### src/rtl/fb_fetch.sv
// fb_fetch -- instruction-fetch stage feeding the IF/ID pipeline register.
//
// Owns the word-addressed fetch PC, drives a single-outstanding req/ack
// instruction-memory port and buffers up to two fetched instructions.
// The head entry (pc, pc+1, instruction, branch predecode) is presented
// to IF/ID. Redirects flush the buffer and, if a request is still in
// flight, the stale response is dropped in the DROP state.
//
// Ports:
//   clk, rst           clock, synchronous active-high reset
//   lock               IF/ID holding; head entry is not consumed
//   redirect_valid/pc  single-cycle control-flow redirect and target
//   imem_req/addr      fetch request and word address (stable until ack)
//   imem_ack/rdata     request completion and returned instruction
//   if_valid           head entry valid (IF/ID write enable)
//   if_pc/pc_add_1     head PC and head PC + 1
//   if_inst            head instruction
//   if_bra_control     head predecode {funct3, branch, jalr, jal}
module fb_fetch #(
   parameter logic [31:0] RESET_PC = 32'h0
) (
   input  logic        clk,
   input  logic        rst,
   input  logic        lock,
   input  logic        redirect_valid,
   input  logic [31:0] redirect_pc,
   output logic        imem_req,
   output logic [31:0] imem_addr,
   input  logic        imem_ack,
   input  logic [31:0] imem_rdata,
   output logic        if_valid,
   output logic [31:0] if_pc,
   output logic [31:0] if_pc_add_1,
   output logic [31:0] if_inst,
   output logic [5:0]  if_bra_control
);

   typedef enum logic [0:0] {
      ST_RUN  = 1'b0,
      ST_DROP = 1'b1
   } state_t;

   // Branch predecode: {funct3 if BRANCH else 0, BRANCH, JALR, JAL}
   function automatic logic [5:0] predecode(input logic [31:0] inst);
      logic is_jal;
      logic is_jalr;
      logic is_br;
      logic [2:0] f3;
      is_jal  = (inst[6:0] == 7'b1101111);
      is_jalr = (inst[6:0] == 7'b1100111);
      is_br   = (inst[6:0] == 7'b1100011);
      f3      = is_br ? inst[14:12] : 3'b000;
      return {f3, is_br, is_jalr, is_jal};
   endfunction

   state_t      state_r, state_s;
   logic [1:0]  count_r, count_s;
   logic [31:0] fetch_pc_r, fetch_pc_s;
   logic [31:0] addr_r, addr_s;
   logic        req_r, req_s;

   logic        ack_s;
   logic        push_s;
   logic        pop_s;

   logic [31:0] head_pc_r, head_pc1_r, head_inst_r;
   logic [5:0]  head_bra_r;
   logic [31:0] tail_pc_r, tail_pc1_r, tail_inst_r;
   logic [5:0]  tail_bra_r;

   logic [31:0] new_pc_s, new_pc1_s;
   logic [5:0]  new_bra_s;

   // Handshake qualifiers and the entry that an accepted ack would push
   always_comb begin
      ack_s     = imem_ack & req_r;
      push_s    = ack_s & (state_r == ST_RUN) & ~redirect_valid;
      pop_s     = (count_r != 2'd0) & ~lock & ~redirect_valid;
      // In RUN the outstanding address is the fetch PC being pushed
      new_pc_s  = addr_r;
      new_pc1_s = addr_r + 32'd1;
      new_bra_s = predecode(imem_rdata);
   end

   // Next-state logic: fetch FSM, queue occupancy, fetch PC and request
   always_comb begin
      state_s    = state_r;
      count_s    = count_r;
      fetch_pc_s = fetch_pc_r;
      addr_s     = addr_r;
      req_s      = req_r;
      if (redirect_valid) begin
         count_s    = 2'd0;
         fetch_pc_s = redirect_pc;
         if (req_r && !imem_ack) begin
            // In-flight request is now stale: keep it on the bus and drop its data
            state_s = ST_DROP;
            req_s   = 1'b1;
            addr_s  = addr_r;
         end else begin
            state_s = ST_RUN;
            req_s   = 1'b1;
            addr_s  = redirect_pc;
         end
      end else begin
         case (state_r)
            ST_RUN: begin
               count_s = count_r + {1'b0, push_s} - {1'b0, pop_s};
               if (push_s) begin
                  fetch_pc_s = fetch_pc_r + 32'd1;
               end else begin
                  fetch_pc_s = fetch_pc_r;
               end
               if (req_r && !imem_ack) begin
                  req_s  = 1'b1;
                  addr_s = addr_r;
               end else begin
                  // Only raise a request that is guaranteed a queue slot
                  req_s  = (count_s < 2'd2);
                  addr_s = fetch_pc_s;
               end
            end
            ST_DROP: begin
               if (ack_s) begin
                  state_s = ST_RUN;
                  req_s   = 1'b1;
                  addr_s  = fetch_pc_r;
               end else begin
                  state_s = ST_DROP;
                  req_s   = 1'b1;
                  addr_s  = addr_r;
               end
            end
            default: begin
               state_s = ST_RUN;
               count_s = 2'd0;
               req_s   = 1'b0;
            end
         endcase
      end
   end

   // Control registers
   always_ff @(posedge clk) begin
      if (rst) begin
         state_r    <= ST_RUN;
         count_r    <= 2'd0;
         fetch_pc_r <= RESET_PC;
         addr_r     <= RESET_PC;
         req_r      <= 1'b0;
      end else begin
         state_r    <= state_s;
         count_r    <= count_s;
         fetch_pc_r <= fetch_pc_s;
         addr_r     <= addr_s;
         req_r      <= req_s;
      end
   end

   // Two-entry queue storage; head holds its value when the queue empties
   always_ff @(posedge clk) begin
      if (rst) begin
         head_pc_r   <= 32'd0;
         head_pc1_r  <= 32'd0;
         head_inst_r <= 32'd0;
         head_bra_r  <= 6'd0;
         tail_pc_r   <= 32'd0;
         tail_pc1_r  <= 32'd0;
         tail_inst_r <= 32'd0;
         tail_bra_r  <= 6'd0;
      end else if (push_s) begin
         case (count_r)
            2'd0: begin
               head_pc_r   <= new_pc_s;
               head_pc1_r  <= new_pc1_s;
               head_inst_r <= imem_rdata;
               head_bra_r  <= new_bra_s;
            end
            2'd1: begin
               if (pop_s) begin
                  head_pc_r   <= new_pc_s;
                  head_pc1_r  <= new_pc1_s;
                  head_inst_r <= imem_rdata;
                  head_bra_r  <= new_bra_s;
               end else begin
                  tail_pc_r   <= new_pc_s;
                  tail_pc1_r  <= new_pc1_s;
                  tail_inst_r <= imem_rdata;
                  tail_bra_r  <= new_bra_s;
               end
            end
            default: begin
               // Full queue only accepts a push alongside a pop
               head_pc_r   <= tail_pc_r;
               head_pc1_r  <= tail_pc1_r;
               head_inst_r <= tail_inst_r;
               head_bra_r  <= tail_bra_r;
               tail_pc_r   <= new_pc_s;
               tail_pc1_r  <= new_pc1_s;
               tail_inst_r <= imem_rdata;
               tail_bra_r  <= new_bra_s;
            end
         endcase
      end else if (pop_s && (count_r == 2'd2)) begin
         head_pc_r   <= tail_pc_r;
         head_pc1_r  <= tail_pc1_r;
         head_inst_r <= tail_inst_r;
         head_bra_r  <= tail_bra_r;
      end
   end

   assign imem_req       = req_r;
   assign imem_addr      = addr_r;
   assign if_valid       = (count_r != 2'd0);
   assign if_pc          = head_pc_r;
   assign if_pc_add_1    = head_pc1_r;
   assign if_inst        = head_inst_r;
   assign if_bra_control = head_bra_r;

endmodule

### config.mk
export PLATFORM = sky130hd
export DESIGN_NAME = fb_fetch
export DESIGN_NICKNAME = d
export VERILOG_FILES = /design/src/rtl/fb_fetch.sv
export SDC_FILE = /design/constraint.sdc
export NUM_CORES = 1
export LEC_CHECK = 0
export ABC_AREA = 1
export BUFFER_PORTS_ARGS = -buffer_cell sky130_fd_sc_hd__buf_2
export CAP_MARGIN = 20
export CORE_ASPECT_RATIO = 1.25
export CORE_MARGIN = 3
export CORE_UTILIZATION = 49
export CTS_BUF_LIST = sky130_fd_sc_hd__clkbuf_4
export DETAILED_ROUTE_END_ITERATION = 6
export GPL_TIMING_DRIVEN = 0
export MAX_ROUTING_LAYER = met4
export PLACE_DENSITY_LB_ADDON = 0.05
export SYNTH_ARGS = -nofsm -noshare
export SYNTH_HDL_FRONTEND = slang
export SYNTH_SLANG_ARGS = --single-unit
### constraint.sdc
create_clock -name clk -period 2.32 [get_ports clk]
set_input_delay 0.232 -clock clk [delete_from_list [all_inputs] [get_ports clk]]
set_output_delay 0.232 -clock clk [all_outputs]
set_load 0.01 [all_outputs]
==> metrics.log <==
INFO  metric drt_iter0_drc = about 730
INFO  metric regToRegEndpoint = if_pc[11]
INFO  metric cp-end-kind = flip-flop
INFO  metric postSynthRegisterBits = about 270
INFO  metric grt_util_all_layers = 0.333
INFO  metric hold_ws = between 0.3 and 0.4 ns
INFO  metric dieArea = approximately 0.027 mm2
INFO  metric skew = ~0.064 ns
INFO  metric power_consumption = about 10 mW
INFO  metric synth-adder-area-share = 0.00518
INFO  metric areaGrowthSynthToFinish = 24.7%
INFO  metric min_period_over_period = 0.941
INFO  metric synth-async-reset-ratio = 0
INFO  metric finalNetCount = 2,113
INFO  metric worst_hold_startpoint = rst
INFO  metric sequential_cell_area = between 0.005 and 0.006 mm2
INFO  metric synth.avg_cell_area = around 7.1 um2
INFO  metric grt_pass1_wl = 68,600 um
INFO  metric report.final.hold_viol_count = 0
INFO  metric io_buffer_count = approximately 200
INFO  metric compound_gate_fraction_of_synth_area = 0.207
INFO  metric critical_path.n_buffers_inverters = 6
INFO  metric clock_tree.htree_level_count = 3
INFO  metric whs_endpoint = imem_addr[16]
INFO  metric post_synth_inst_count = roughly 1,700
INFO  metric synth_mux_area_frac = 0.00332
INFO  metric met3_use_gr = 0.0564
INFO  metric antenna_found_initial = 1
INFO  metric worstPathMaxFanout = 10
INFO  metric worst-setup-path-type = flip-flop to flip-flop
INFO  metric yosys.area_share.simple = 0.230
INFO  metric period_needed = ~2.2 ns
INFO  metric clock_tree_from_tritoncts = built
INFO  metric placedCellCount = approximately 2,200
INFO  metric min-delay-path-class = primary input to flip-flop
INFO  metric synth_xor_area_frac = 0.0305
INFO  metric preCtsSetupSlack = -0.211 ns
INFO  metric worst_hold_path_cell_count = 4
INFO  metric longest_clk_path_bufs = 3
INFO  metric timing.reg2reg.worst_path_depth = 13
INFO  metric fillers = 2,324
INFO  metric synth_enable_flop_cells = 0
INFO  metric peakVddDrop = approximately 0.57 mV
INFO  metric detail-route-antenna-nets = 0
INFO  metric cts.sink_count = roughly 270
INFO  metric worst_skew_pair.late_latency = about 0.71 ns
INFO  metric grt_util_met2 = 0.574
INFO  metric setup_slack = ~0.14 ns
INFO  metric multi_input_area = about 0.0058 mm2
INFO  metric worst_slew_pin_slew = between 0.9 and 1 ns
INFO  metric fp-row-count = 63
INFO  metric maximum_number_of_pins_on_one_net_before_global_route_repair = 11
INFO  metric drt_pass1_iterations = 5
INFO  metric routed_vias_inst = ~5.3
INFO  metric run_status = completed
INFO  metric worst_slew_margin_rel = 0.385
INFO  metric detailed_place_hpwl = between 30,000 and 40,000 um
INFO  metric clkTransAtPathRegs = ~0.060 ns
INFO  metric globalRoute.busiestLayer = met2
INFO  metric worst-r2r-setup-slack = approximately 0.14 ns
INFO  metric timing.rr.start = state_r
INFO  metric wl_per_cell = ~18 um
INFO  metric drive_gt1_frac = 0.187
INFO  metric cellPowerDensity = 694 mW/mm2
INFO  metric timing_max_transition_violations_final = 0
INFO  metric synth_ff_type = sky130_fd_sc_hd__dfxtp_1
INFO  metric net_count_of_the_mapped_netlist = roughly 1,800
INFO  metric setup-violations-final = 0
INFO  metric utilization = 0.628
INFO  metric netlist-cell-type-count = slightly above 40
INFO  metric path_delay_family = buffers and inverters
INFO  metric met1_usage = 0.386
INFO  metric fmax = ~0.46 GHz
INFO  metric worstPathCellList = buf_6, inv_1, nand2_1, nor2_1, buf_6, ha_1, nand3_1, nand2_1, inv_1, buf_2, buf_2, o21ai_0, a21oi_1
INFO  metric critical_path_arrival = about 2.8 ns
INFO  metric starting_density_of_the_core = 0.504
INFO  metric critical-path-slowest-cell = sky130_fd_sc_hd__buf_2
INFO  metric total_leakage_power = approximately 6.7 nW
INFO  metric num_io_pins = between 200 and 250
INFO  metric required = ~2.9 ns
INFO  metric synthesis.yosys.warnings = 0
INFO  metric die_w = 146 um
INFO  metric die_y = roughly 180 um
INFO  metric wl = approximately 43,000 um
INFO  metric rsz0062_at_grt = false
INFO  metric grt_pass1_vias = 12,700
INFO  metric cpPeakStageDelay = between 0.3 and 0.4 ns
INFO  metric layoutNonFillerInstCount = 2,405
INFO  metric clock-root-buffer = sky130_fd_sc_hd__clkbuf_4
INFO  metric timing.critical_path.from_type = flip-flop
INFO  metric synth_top_family_by_area = simple AND/OR/NAND/NOR gates
INFO  metric grt_overflow_total = 0
INFO  metric vias_post_dr = approximately 13,000
INFO  metric cts_buffers = 72
INFO  metric synth.yosys.seq_area_share = 0.451
INFO  metric floorplan.core_area = between 0.02 and 0.025 mm2
INFO  metric rd_place_congestion = ~1
INFO  metric netlist_area = 0.0121 mm2
INFO  metric detail_route.drc_violations = 0
INFO  metric maxCapViolations = 0
==> logic make-up after synthesis <==
| family | Yosys count |
|---|---|
| flip-flops | 272 |
| multiplexers | 4 |
| XOR/XNOR | 42 |
| adder cells (fa/ha/maj) | 5 |
| buffers and inverters | 207 |
| AND/OR/NAND/NOR | 673 |
| AO/OA/AOI/OAI | 491 |
==> cells in the mapped netlist (8+ instances only) <==
master	number	area share
sky130_fd_sc_hd__nand4_1	12	0.0062
sky130_fd_sc_hd__inv_1	97	0.030
sky130_fd_sc_hd__o21ai_0	220	0.091
sky130_fd_sc_hd__dfxtp_1	272	0.45
sky130_fd_sc_hd__a21oi_1	241	0.10
sky130_fd_sc_hd__clkbuf_1	48	0.015
sky130_fd_sc_hd__nand2_1	356	0.11
sky130_fd_sc_hd__nand3_1	35	0.015
sky130_fd_sc_hd__a31oi_1	13	0.0067
sky130_fd_sc_hd__buf_2	42	0.017
sky130_fd_sc_hd__nor3_1	16	0.0066
sky130_fd_sc_hd__nor2_1	225	0.070
sky130_fd_sc_hd__xnor2_1	10	0.0073
sky130_fd_sc_hd__xor2_1	32	0.023
sky130_fd_sc_hd__buf_1	8	0.0025
==> cells in the final DEF, fill, tap and decap left out, types with 3 or more instances in the layout <==
| cell type | n |
|---|---|
| sky130_fd_sc_hd__nand2_1 | 356 |
| sky130_fd_sc_hd__dfxtp_1 | 270 |
| sky130_fd_sc_hd__buf_2 | 246 |
| sky130_fd_sc_hd__a21oi_1 | 241 |
| sky130_fd_sc_hd__nor2_1 | 225 |
| sky130_fd_sc_hd__o21ai_0 | 220 |
| sky130_fd_sc_hd__clkbuf_4 | 102 |
| sky130_fd_sc_hd__inv_1 | 97 |
| sky130_fd_sc_hd__dlygate4sd3_1 | 66 |
| sky130_fd_sc_hd__clkbuf_1 | 46 |
| sky130_fd_sc_hd__nand3_1 | 35 |
| sky130_fd_sc_hd__xor2_1 | 32 |
| sky130_fd_sc_hd__nor3_1 | 16 |
| sky130_fd_sc_hd__a31oi_1 | 13 |
| sky130_fd_sc_hd__nand4_1 | 12 |
| sky130_fd_sc_hd__xnor2_1 | 10 |
| sky130_fd_sc_hd__clkinv_1 | 8 |
| sky130_fd_sc_hd__buf_4 | 6 |
| sky130_fd_sc_hd__nand3b_1 | 6 |
| sky130_fd_sc_hd__inv_2 | 5 |
| sky130_fd_sc_hd__buf_1 | 5 |
| sky130_fd_sc_hd__o22ai_1 | 5 |
| sky130_fd_sc_hd__ha_1 | 5 |
| sky130_fd_sc_hd__buf_6 | 4 |
| sky130_fd_sc_hd__nor2_2 | 4 |
| sky130_fd_sc_hd__nor2_4 | 4 |
| sky130_fd_sc_hd__mux2i_1 | 4 |
| sky130_fd_sc_hd__o21ai_1 | 3 |
| sky130_fd_sc_hd__and2_1 | 3 |
==> what timing repair did <==
action                                  4_1_cts  5_1_grt
endpoints found under the setup margin       42       79
buffers inserted                              0        2
hold endpoints to repair                    140        0
resized for setup                             5        7
hold buffers                                 66        0
==> tightest hold or removal path, cell delays in order <==
cell                       delay, ns
sky130_fd_sc_hd__clkbuf_1       0.36
sky130_fd_sc_hd__nor2_2         0.20
sky130_fd_sc_hd__nand2_1        0.08
sky130_fd_sc_hd__nand2_1        0.05
==> area by class of cell <==
| type | count | share of cell area |
|---|---|---|
| flip-flops and latches | 272 | 0.362 |
| multi-input cells | 1215 | 0.382 |
| plain buffers | 106 | 0.0338 |
| repair buffers | 271 | 0.112 |
| diodes | 1 | 0.000166 |
| well taps | 325 | 0.0270 |
| clock inverters | 15 | 0.00790 |
| clock buffers | 99 | 0.0494 |
| inverters | 101 | 0.0252 |
==> metrics by stage <==
stage          instance area [um2]  TNS, ns
2_1_floorplan                12100        0
3_3_place_gp                 13500    -8.40
3_5_place_dp                 13500    -6.80
4_1_cts                      15000        0
5_1_grt                      15100        0
6_report                     15100        0
==> registers in the layout (all words and copies together) (netlist names) <==
register and cells:
if_bra_control 6, tail_inst_r 32, count_r 2, tail_bra_r 6
if_inst 32, if_pc 32, tail_pc1_r 32, if_pc_add_1 32
state_r 1, imem_req 1, tail_pc_r 32, imem_addr 32
fetch_pc_r 32
==> power breakdown <==
part	total (mW)	switching (mW)	internal, mW
combinational	1.23	0.773	0.459
clock	4.14	1.96	2.18
sequential	5.08	0.204	4.87
total	10.4	2.94	7.51
==> worst max path at each step <==
stage	startpoint	endpoint	depth (start not counted)
2_1_floorplan	state_r	imem_req	13
3_3_place_gp	redirect_valid	if_inst[23]	12
3_5_place_dp	redirect_valid	if_inst[2]	12
4_1_cts	state_r	if_inst[2]	12
5_1_grt	state_r	tail_pc_r[7]	10
6_report	state_r	if_pc[11]	13
==> metal layers <==
metal  vias to the layer above  share of wire
met1                      5940           0.41
met3                       102          0.058
met4                         0          0.037
met2                       448           0.50
li1                       6293              -
met5                         -              0
Power figures use the tool's default switching activity.
